`src/rtl/instr_fetch_unit_pkg.sv`:
```
// Shared encodings for the instruction fetch unit and its decoder-facing interface.
package instr_fetch_unit_pkg;

  // Next-PC select encoding driven by the control decoder.
  localparam logic [1:0] NPC_PLUS4  = 2'b00;
  localparam logic [1:0] NPC_BRANCH = 2'b01;
  localparam logic [1:0] NPC_JUMP   = 2'b10;
  localparam logic [1:0] NPC_JR     = 2'b11;

  // Default first fetch address after reset.
  localparam logic [31:0] PC_RESET_DEFAULT = 32'h0000_0000;

  typedef enum logic [1:0] {
    StBoot  = 2'b00,
    StFetch = 2'b01,
    StHold  = 2'b10
  } fetch_state_e;

endpackage

```
`src/rtl/instr_fetch_unit_npc_calc.sv`:
```
// Purely combinational next-PC selection and jr target alignment check.
module instr_fetch_unit_npc_calc
  import instr_fetch_unit_pkg::*;
#(
  parameter int unsigned ADDR_W = 32
) (
  input  logic [ADDR_W-1:0] pc,
  input  logic [31:0]       instr,
  input  logic [1:0]        npc_sel,
  input  logic [31:0]       rs_data,
  output logic [ADDR_W-1:0] pc_plus4,
  output logic [ADDR_W-1:0] next_pc,
  output logic              misaligned
);

  localparam logic [ADDR_W-1:0] Four = ADDR_W'(4);

  logic [ADDR_W-1:0] branch_off;
  logic [ADDR_W-1:0] jump_tgt;
  logic [ADDR_W-1:0] jr_tgt;

  // Candidate targets; all adds wrap modulo 2^ADDR_W.
  always_comb begin
    pc_plus4   = pc + Four;
    branch_off = {{(ADDR_W - 18){instr[15]}}, instr[15:0], 2'b00};
    jump_tgt   = {pc_plus4[ADDR_W-1:28], instr[25:0], 2'b00};
    // Low two bits are forced to zero; the misalignment is reported separately.
    jr_tgt     = {rs_data[ADDR_W-1:2], 2'b00};
  end

  // Select the next PC and flag a misaligned jr target.
  always_comb begin
    next_pc    = pc_plus4;
    misaligned = 1'b0;
    case (npc_sel)
      NPC_PLUS4:  next_pc = pc_plus4;
      NPC_BRANCH: next_pc = pc_plus4 + branch_off;
      NPC_JUMP:   next_pc = jump_tgt;
      NPC_JR: begin
        next_pc    = jr_tgt;
        misaligned = (rs_data[1:0] != 2'b00);
      end
      default:    next_pc = pc_plus4;
    endcase
  end

endmodule

```
`src/rtl/instr_fetch_unit.sv`:
```
// Instruction fetch unit: holds the PC, fetches one word per handshake into the IR,
// and advances the PC when the datapath commits the current instruction.
module instr_fetch_unit
  import instr_fetch_unit_pkg::*;
#(
  parameter int unsigned       ADDR_W   = 32,
  parameter logic [ADDR_W-1:0] PC_RESET = PC_RESET_DEFAULT[ADDR_W-1:0]
) (
  input  logic              clk,
  input  logic              rstn,
  output logic              imem_req,
  output logic [ADDR_W-1:0] imem_addr,
  input  logic              imem_ack,
  input  logic [31:0]       imem_rdata,
  input  logic [1:0]        npc_sel,
  input  logic [31:0]       rs_data,
  input  logic              commit,
  output logic              instr_valid,
  output logic [31:0]       instr,
  output logic [5:0]        opcode,
  output logic [5:0]        funct,
  output logic [ADDR_W-1:0] pc,
  output logic [ADDR_W-1:0] pc_plus4,
  output logic              align_err
);

  fetch_state_e      state_q, state_d;
  logic [ADDR_W-1:0] pc_q, pc_d;
  logic [31:0]       instr_q, instr_d;
  logic [ADDR_W-1:0] next_pc;
  logic              misaligned;

  instr_fetch_unit_npc_calc #(
    .ADDR_W (ADDR_W)
  ) u_npc_calc (
    .pc         (pc_q),
    .instr      (instr_q),
    .npc_sel    (npc_sel),
    .rs_data    (rs_data),
    .pc_plus4   (pc_plus4),
    .next_pc    (next_pc),
    .misaligned (misaligned)
  );

  // State, PC and IR registers; reset abandons any outstanding fetch.
  always_ff @(posedge clk or negedge rstn) begin
    if (!rstn) begin
      state_q <= StBoot;
      pc_q    <= PC_RESET;
      instr_q <= 32'h0;
    end else begin
      state_q <= state_d;
      pc_q    <= pc_d;
      instr_q <= instr_d;
    end
  end

  // Next-state and handshake outputs; npc_sel/rs_data only matter on a HOLD commit.
  always_comb begin
    state_d     = state_q;
    pc_d        = pc_q;
    instr_d     = instr_q;
    imem_req    = 1'b0;
    instr_valid = 1'b0;
    align_err   = 1'b0;
    unique case (state_q)
      StBoot: state_d = StFetch;
      StFetch: begin
        imem_req = 1'b1;
        if (imem_ack) begin
          instr_d = imem_rdata;
          state_d = StHold;
        end
      end
      StHold: begin
        instr_valid = 1'b1;
        if (commit) begin
          pc_d      = next_pc;
          align_err = misaligned;
          state_d   = StFetch;
        end
      end
      default: state_d = StBoot;
    endcase
  end

  // Decoder-facing fields are plain wiring from the IR and PC.
  always_comb begin
    imem_addr = pc_q;
    pc        = pc_q;
    instr     = instr_q;
    opcode    = instr_q[31:26];
    funct     = instr_q[5:0];
  end

endmodule
```
`config.mk`:
```
export PLATFORM = sky130hd
export DESIGN_NAME = instr_fetch_unit
export DESIGN_NICKNAME = d
export VERILOG_FILES = /design/src/rtl/instr_fetch_unit_pkg.sv /design/src/rtl/instr_fetch_unit_npc_calc.sv /design/src/rtl/instr_fetch_unit.sv
export SDC_FILE = /design/constraint.sdc
export NUM_CORES = 1
export LEC_CHECK = 0
export BUFFER_PORTS_ARGS = -buffer_cell sky130_fd_sc_hd__buf_2
export CORE_MARGIN = 10
export CORE_UTILIZATION = 51
export CTS_CLUSTER_SIZE = 16
export DETAILED_ROUTE_END_ITERATION = 8
export GPL_ROUTABILITY_DRIVEN = 0
export PLACE_DENSITY = 0.89
export SLEW_MARGIN = 20
export SYNTH_ARGS = -nofsm -noshare
export SYNTH_HDL_FRONTEND = slang
export SYNTH_SLANG_ARGS = --single-unit
```
`constraint.sdc`:
```
create_clock -name clk -period 4.9 [get_ports clk]
set_clock_uncertainty 0.1 [all_clocks]
set_input_delay 0.735 -clock clk [delete_from_list [all_inputs] [get_ports clk]]
set_output_delay 0.735 -clock clk [all_outputs]
set_load 0.05 [all_outputs]
```
# --- Word-level counts from Yosys, hierarchy flattened ---
# Index checks and enable logic that the tools add are counted.
classes:
  n_addsub: 2
  eq_ne: 7
  muxes: 9
  reduce_logical: 6
ops:
  columns: ["operator", "n"]
  rows:
  - ["$pmux 32 s4", 1]
  - ["$add 32x3->32 const B", 1]
  - ["$add 32x32->32", 1]
  - ["$eq 2x2->1 const B", 3]
  - ["$pmux 2 s3", 1]
  - ["$reduce_and 2->1", 3]
  - ["$mux 1", 5]
  - ["$eq 2x1->1 const B", 2]
  - ["$logic_not 2->1", 2]
  - ["$mux 2", 2]
  - ["$ne 2x2->1 const B", 2]
  - ["$reduce_bool 2->1", 1]
totals:
  reg_bits: 66
  output_inout_bits: 143

# --- Logic depth before layout (Yosys ltp) ---
logic_depth:
  ltp_word: 4
  depth_mapped: 15

# --- Modules after synthesis ---
# Synthesis repeated with hierarchy kept, for this count alone.
unflattened:
  hier_cells: 547
  hier_area_um2: 5803.1
by_module_without_submodules:
  columns: ["module", "instances", "cells_per_inst", "area_per_inst_um2", "seq_area_each_um2"]
  rows:
  - ["instr_fetch_unit", 1, 189, 2984.1, 1651.6]
  - ["instr_fetch_unit_npc_calc", 1, 358, 2819.0, 0.0]

# --- Worst setup path after synthesis ---
# No wires, ideal clock.
synth_path:
  path_kind: "reg2reg"
  start: "register pc_q[3], in the netlist imem_addr[3]"
  end: "register pc_q[28], in the netlist imem_addr[28]"
  setup_ps: 141
  arrival_time_ps: 4492
  t_required_ps: 4659
  slack_ps: 167
  stages_incl_launch_ff: 15
  path_buffers: 1
  synth_period_minus_slack_ps: 4733
  path_cell_list: "dfrtp_1 -> ha_1 -> nand3_1 -> nor3_2 -> xor2_1 -> ha_1 -> clkbuf_1 -> nand4_1 -> nor2_1 -> a311oi_1 -> a21oi_1 -> o41a_1 -> o31ai_4 -> mux2i_1 -> a31oi_1"
synth_between:
  elab_chain_cells: 3
synth_rtl:
  columns: ["item", "line", "text"]
  rows:
  - ["start: declaration", "instr_fetch_unit.sv:28", "logic [ADDR_W-1:0] pc_q, pc_d;"]
  - ["start signal: assignment", "instr_fetch_unit.sv:53", "pc_q <= pc_d;"]
  - ["$add 32x3->32", "instr_fetch_unit_npc_calc.sv:24", "pc_plus4 = pc + Four;"]
  - ["named net pc_plus4[12]", "instr_fetch_unit.sv:23", "output logic [ADDR_W-1:0] pc_plus4,"]
  - ["$add 32x32->32", "instr_fetch_unit_npc_calc.sv:37", "NPC_BRANCH: next_pc = pc_plus4 + branch_off;"]
  - ["$pmux 32 s4", "instr_fetch_unit_npc_calc.sv:35", "case (npc_sel)"]
# The timed path passes the listed nets, and every way through them passes these cells.
# A chain may end at the register's enable or synchronous reset.

# --- Worst setup path in the final report ---
layout_path:
  start: "register pc_q[4], in the netlist imem_addr[4]"
  end: "register pc_q[28], in the netlist imem_addr[28]"
layout_between:
  elab_chain_cells: 3
layout_rtl:
  columns: ["item", "line"]
  rows:
  - ["$add 32x3->32 (*)", "instr_fetch_unit_npc_calc.sv:24"]
  - ["$add 32x32->32", "instr_fetch_unit_npc_calc.sv:37"]
  - ["$pmux 32 s4 (*)", "instr_fetch_unit_npc_calc.sv:35"]
# Every way passes the cells marked *; elsewhere a longest branch is shown, timed or not.

==> qor.txt <==
Vias per cell: 6.02
Number of CTS-inserted buffers: 9
Longest Clk Path Bufs: 2
Unique masters post-synth: 63
RSZ-0062 raised after global routing: no
Main combinational cell family by area after synthesis: compound AO/OA/AOI/OAI gates
CP max stage delay: 0.62 ns
Worst Path Required: 4.98 ns
First-pass GRT wire length: 29600 um
Fin crit period: 4.25 ns
Die H: 126 um
Synth Instances: 639
Post-synthesis compound-gate area fraction: 18.6%
Layout cells sized above 1: 35.9%
Routed len/inst: 20.3 um
Starting Density: 52.3%
Area leader, netlist: dfrtp_1
Initial antenna violation count: 0
DR WL met2: 8990 um
Die area: 15900 sq um
R2R Path Start: imem_addr[4]
Hold_buf cts: 0
Post-Synth Adder-Cell Area: 7.78%
Slew margin rel.: 44.4%
Synthesized area: 5720 sq um
Resized Gates After CTS: 0
Mux contribution to synthesized area: 14.2%
Hold Vio Cnt, Final: 0
DRT iter0 DRCs: 385
DRT Wirelength: 19100 um
Nets: 899
Clk slew on worst S/H paths: 0.06 ns
Top_reg_cell synth: dfrtp_1
Total of max-cap violations: 0
Met1 wire length: 7370 um
Setup TNS: 0 ns
Synth-to-Final Area Change: 20.0%
WL met3: 2060 um
Async S/R FF share, synth: 100%
I/O pin total: 213
Post-CTS repair timing setup buffer count: 0
Slew Viols, Final: 0
Hold path startpoint: state_q[1]
Clock root cell: clkbuf_16
Worst skew pair latency: 0.34 ns
Synth Warn #: 0
Vias: 5657
Overflow after GRT: 0
DP Wirelength: 14300 um
Residual DRC: 0
Die X: 126 um
Slew @ Worst Pin: 0.834 ns
GRT Overall Usage: 22.3%
Crit-path cells: nand3_1 -> nor3_2 -> nand2_1 -> xnor2_1 -> ha_1 -> nand4_1 -> nor2_1 -> a311oi_1 -> a21oi_1 -> o41a_1 -> o31ai_4 -> mux2i_1 -> a31oi_1
Vias in the first global route: 5677
CTS sink cnt: 64
HP Class: reg -> reg
Detail Route Antenna Nets: 0
Achievable frequency: 235 MHz
Top routing layer in use: met4
CORE AREA: 10900 sq um
Family with the most delay on the worst path: compound AO/OA/AOI/OAI gates
Outcome: complete, no violations
Seq/Total Area, Yosys: 28.0%
Simple-gate share of the synthesized area: 15.0%
Worst-path cell with the longest stage delay: nor3_2
Synthesis-stage register bit count: 64
Placement row count: 38
CP Class: reg -> reg
Post-synth EDFFs: 0
Top cells by area, synth: dfrtp_1, ha_1, mux2_2
CTS tree: built
Post-synthesis xor/xnor area fraction: 7.45%
Post-synth top area share: 28.0%
Final setup violation count: 0
Period utilization: 86.8%
DRT Pass-1 Iters: 5
Worst Path Max Fanout: 8
H-tree depth: 3
Crit path arrival time: 4.33 ns
Port bufs: 206
Largest net degree at the start of global routing: 65
Post-Syn Area per Cell: 8.96 sq um
Startpoint Class: flop
CP bufs+invs: 0
Crit. End Element: flop
CP startpoint: imem_addr[4]
==> per-layer routing <==
layer	vias up	global-route usage (%)
met5	-	0
met4	0	9.44
met3	50	7.05
met2	370	36.2
met1	2653	26.7
li1	2584	-
==> worst reg2reg max path, stage by stage (launching register included) <==
cell	delay (ns)
dfrtp_1	0.47
nand3_1	0.32
nor3_2	0.62
nand2_1	0.22
xnor2_1	0.32
ha_1	0.33
nand4_1	0.11
nor2_1	0.06
a311oi_1	0.33
a21oi_1	0.17
o41a_1	0.48
o31ai_4	0.24
mux2i_1	0.23
a31oi_1	0.11
==> cells in the mapped netlist (5+ instances only) <==
library cell	n
a211oi_1	8
a21o_1	9
a21oi_1	59
and3_1	7
buf_4	48
clkbuf_1	17
dfrtp_1	64
ha_1	34
inv_1	15
mux2_2	35
mux2i_1	24
mux4_2	8
nand2_1	55
nand2b_1	5
nand3_1	19
nand4_1	10
nor2_1	44
nor2b_1	7
nor3_1	11
o21a_1	8
o21ai_0	24
xnor2_1	32
xor2_1	14
==> stage by stage <==
step | hold slack, ns | cells | worst slack, ns | instance area [sq um] | util, %
floorplan | 0.339 | 644 | 0.167 | 5740 | -
global placement | 0.382 | 923 | 0.917 | 6530 | 59.7
detailed placement | 0.389 | 923 | 0.768 | 6530 | 59.7
CTS | 0.406 | 939 | 0.726 | 6860 | 62.8
global route | 0.449 | 939 | 0.355 | 6860 | 62.8
finish | 0.402 | 940 | 0.648 | 6870 | 62.8
==> sequential cells by signal (all words and copies together), names as in the netlist <==
name	flops
state_q	2
imem_addr	30
instr	32
==> layout by cell type, fill, tap and decap left out, types with 5 or more instances in the layout <==
| master | n |
|---|---|
| nor2b_1 | 7 |
| o21a_1 | 8 |
| buf_2 | 206 |
| a21o_1 | 9 |
| clkbuf_16 | 9 |
| nand2_1 | 55 |
| inv_1 | 15 |
| xnor2_1 | 32 |
| buf_4 | 5 |
| dfrtp_1 | 64 |
| a21oi_1 | 59 |
| mux2i_1 | 24 |
| nand4_1 | 10 |
| ha_1 | 34 |
| nand2b_1 | 5 |
| mux2_2 | 35 |
| conb_1 | 6 |
| a211oi_1 | 8 |
| nand3_1 | 19 |
| and3_1 | 7 |
| mux4_2 | 8 |
| nor3_1 | 11 |
| nor2_1 | 44 |
| o21ai_0 | 24 |
| xor2_1 | 14 |
==> cell type report <==
class                      count  area [sq um]
sequential                    64          1600
multi-input combinational    493          3630
timing repair buffer         211          1070
inverter                      15          56.3
fill                         912          4070
tap                          140           175
clock buffer                  11           253
antenna                        1          2.50
clock inverter                 5          78.8
==> path summary, 6_finish.rpt <==
path | endpoint | slack [ns] | cells past startpoint
worst max-delay path | imem_addr[28] | 0.65 | 13
worst min-delay path | state_q[0] | 0.40 | 1
worst max register to register | imem_addr[28] | 0.65 | 13
worst min register to register | state_q[0] | 0.40 | 1
max in group asynchronous | imem_addr[17] | 3.67 | 2
min in group asynchronous | instr[29] | 0.48 | 2
==> logic make-up (layout without fill, tap and decap cells) <==
logic type,count (synthesis),in the layout
compound gates,160,160
xor+xnor,47,47
fa+ha+maj,35,35
buf+inv,87,242
flops,64,64
mux,67,67
other cells,1,7
simple gates,178,178
Power is not shown: default switching activity piles up to over one toggle a cycle in this logic, so the estimate is an artifact.
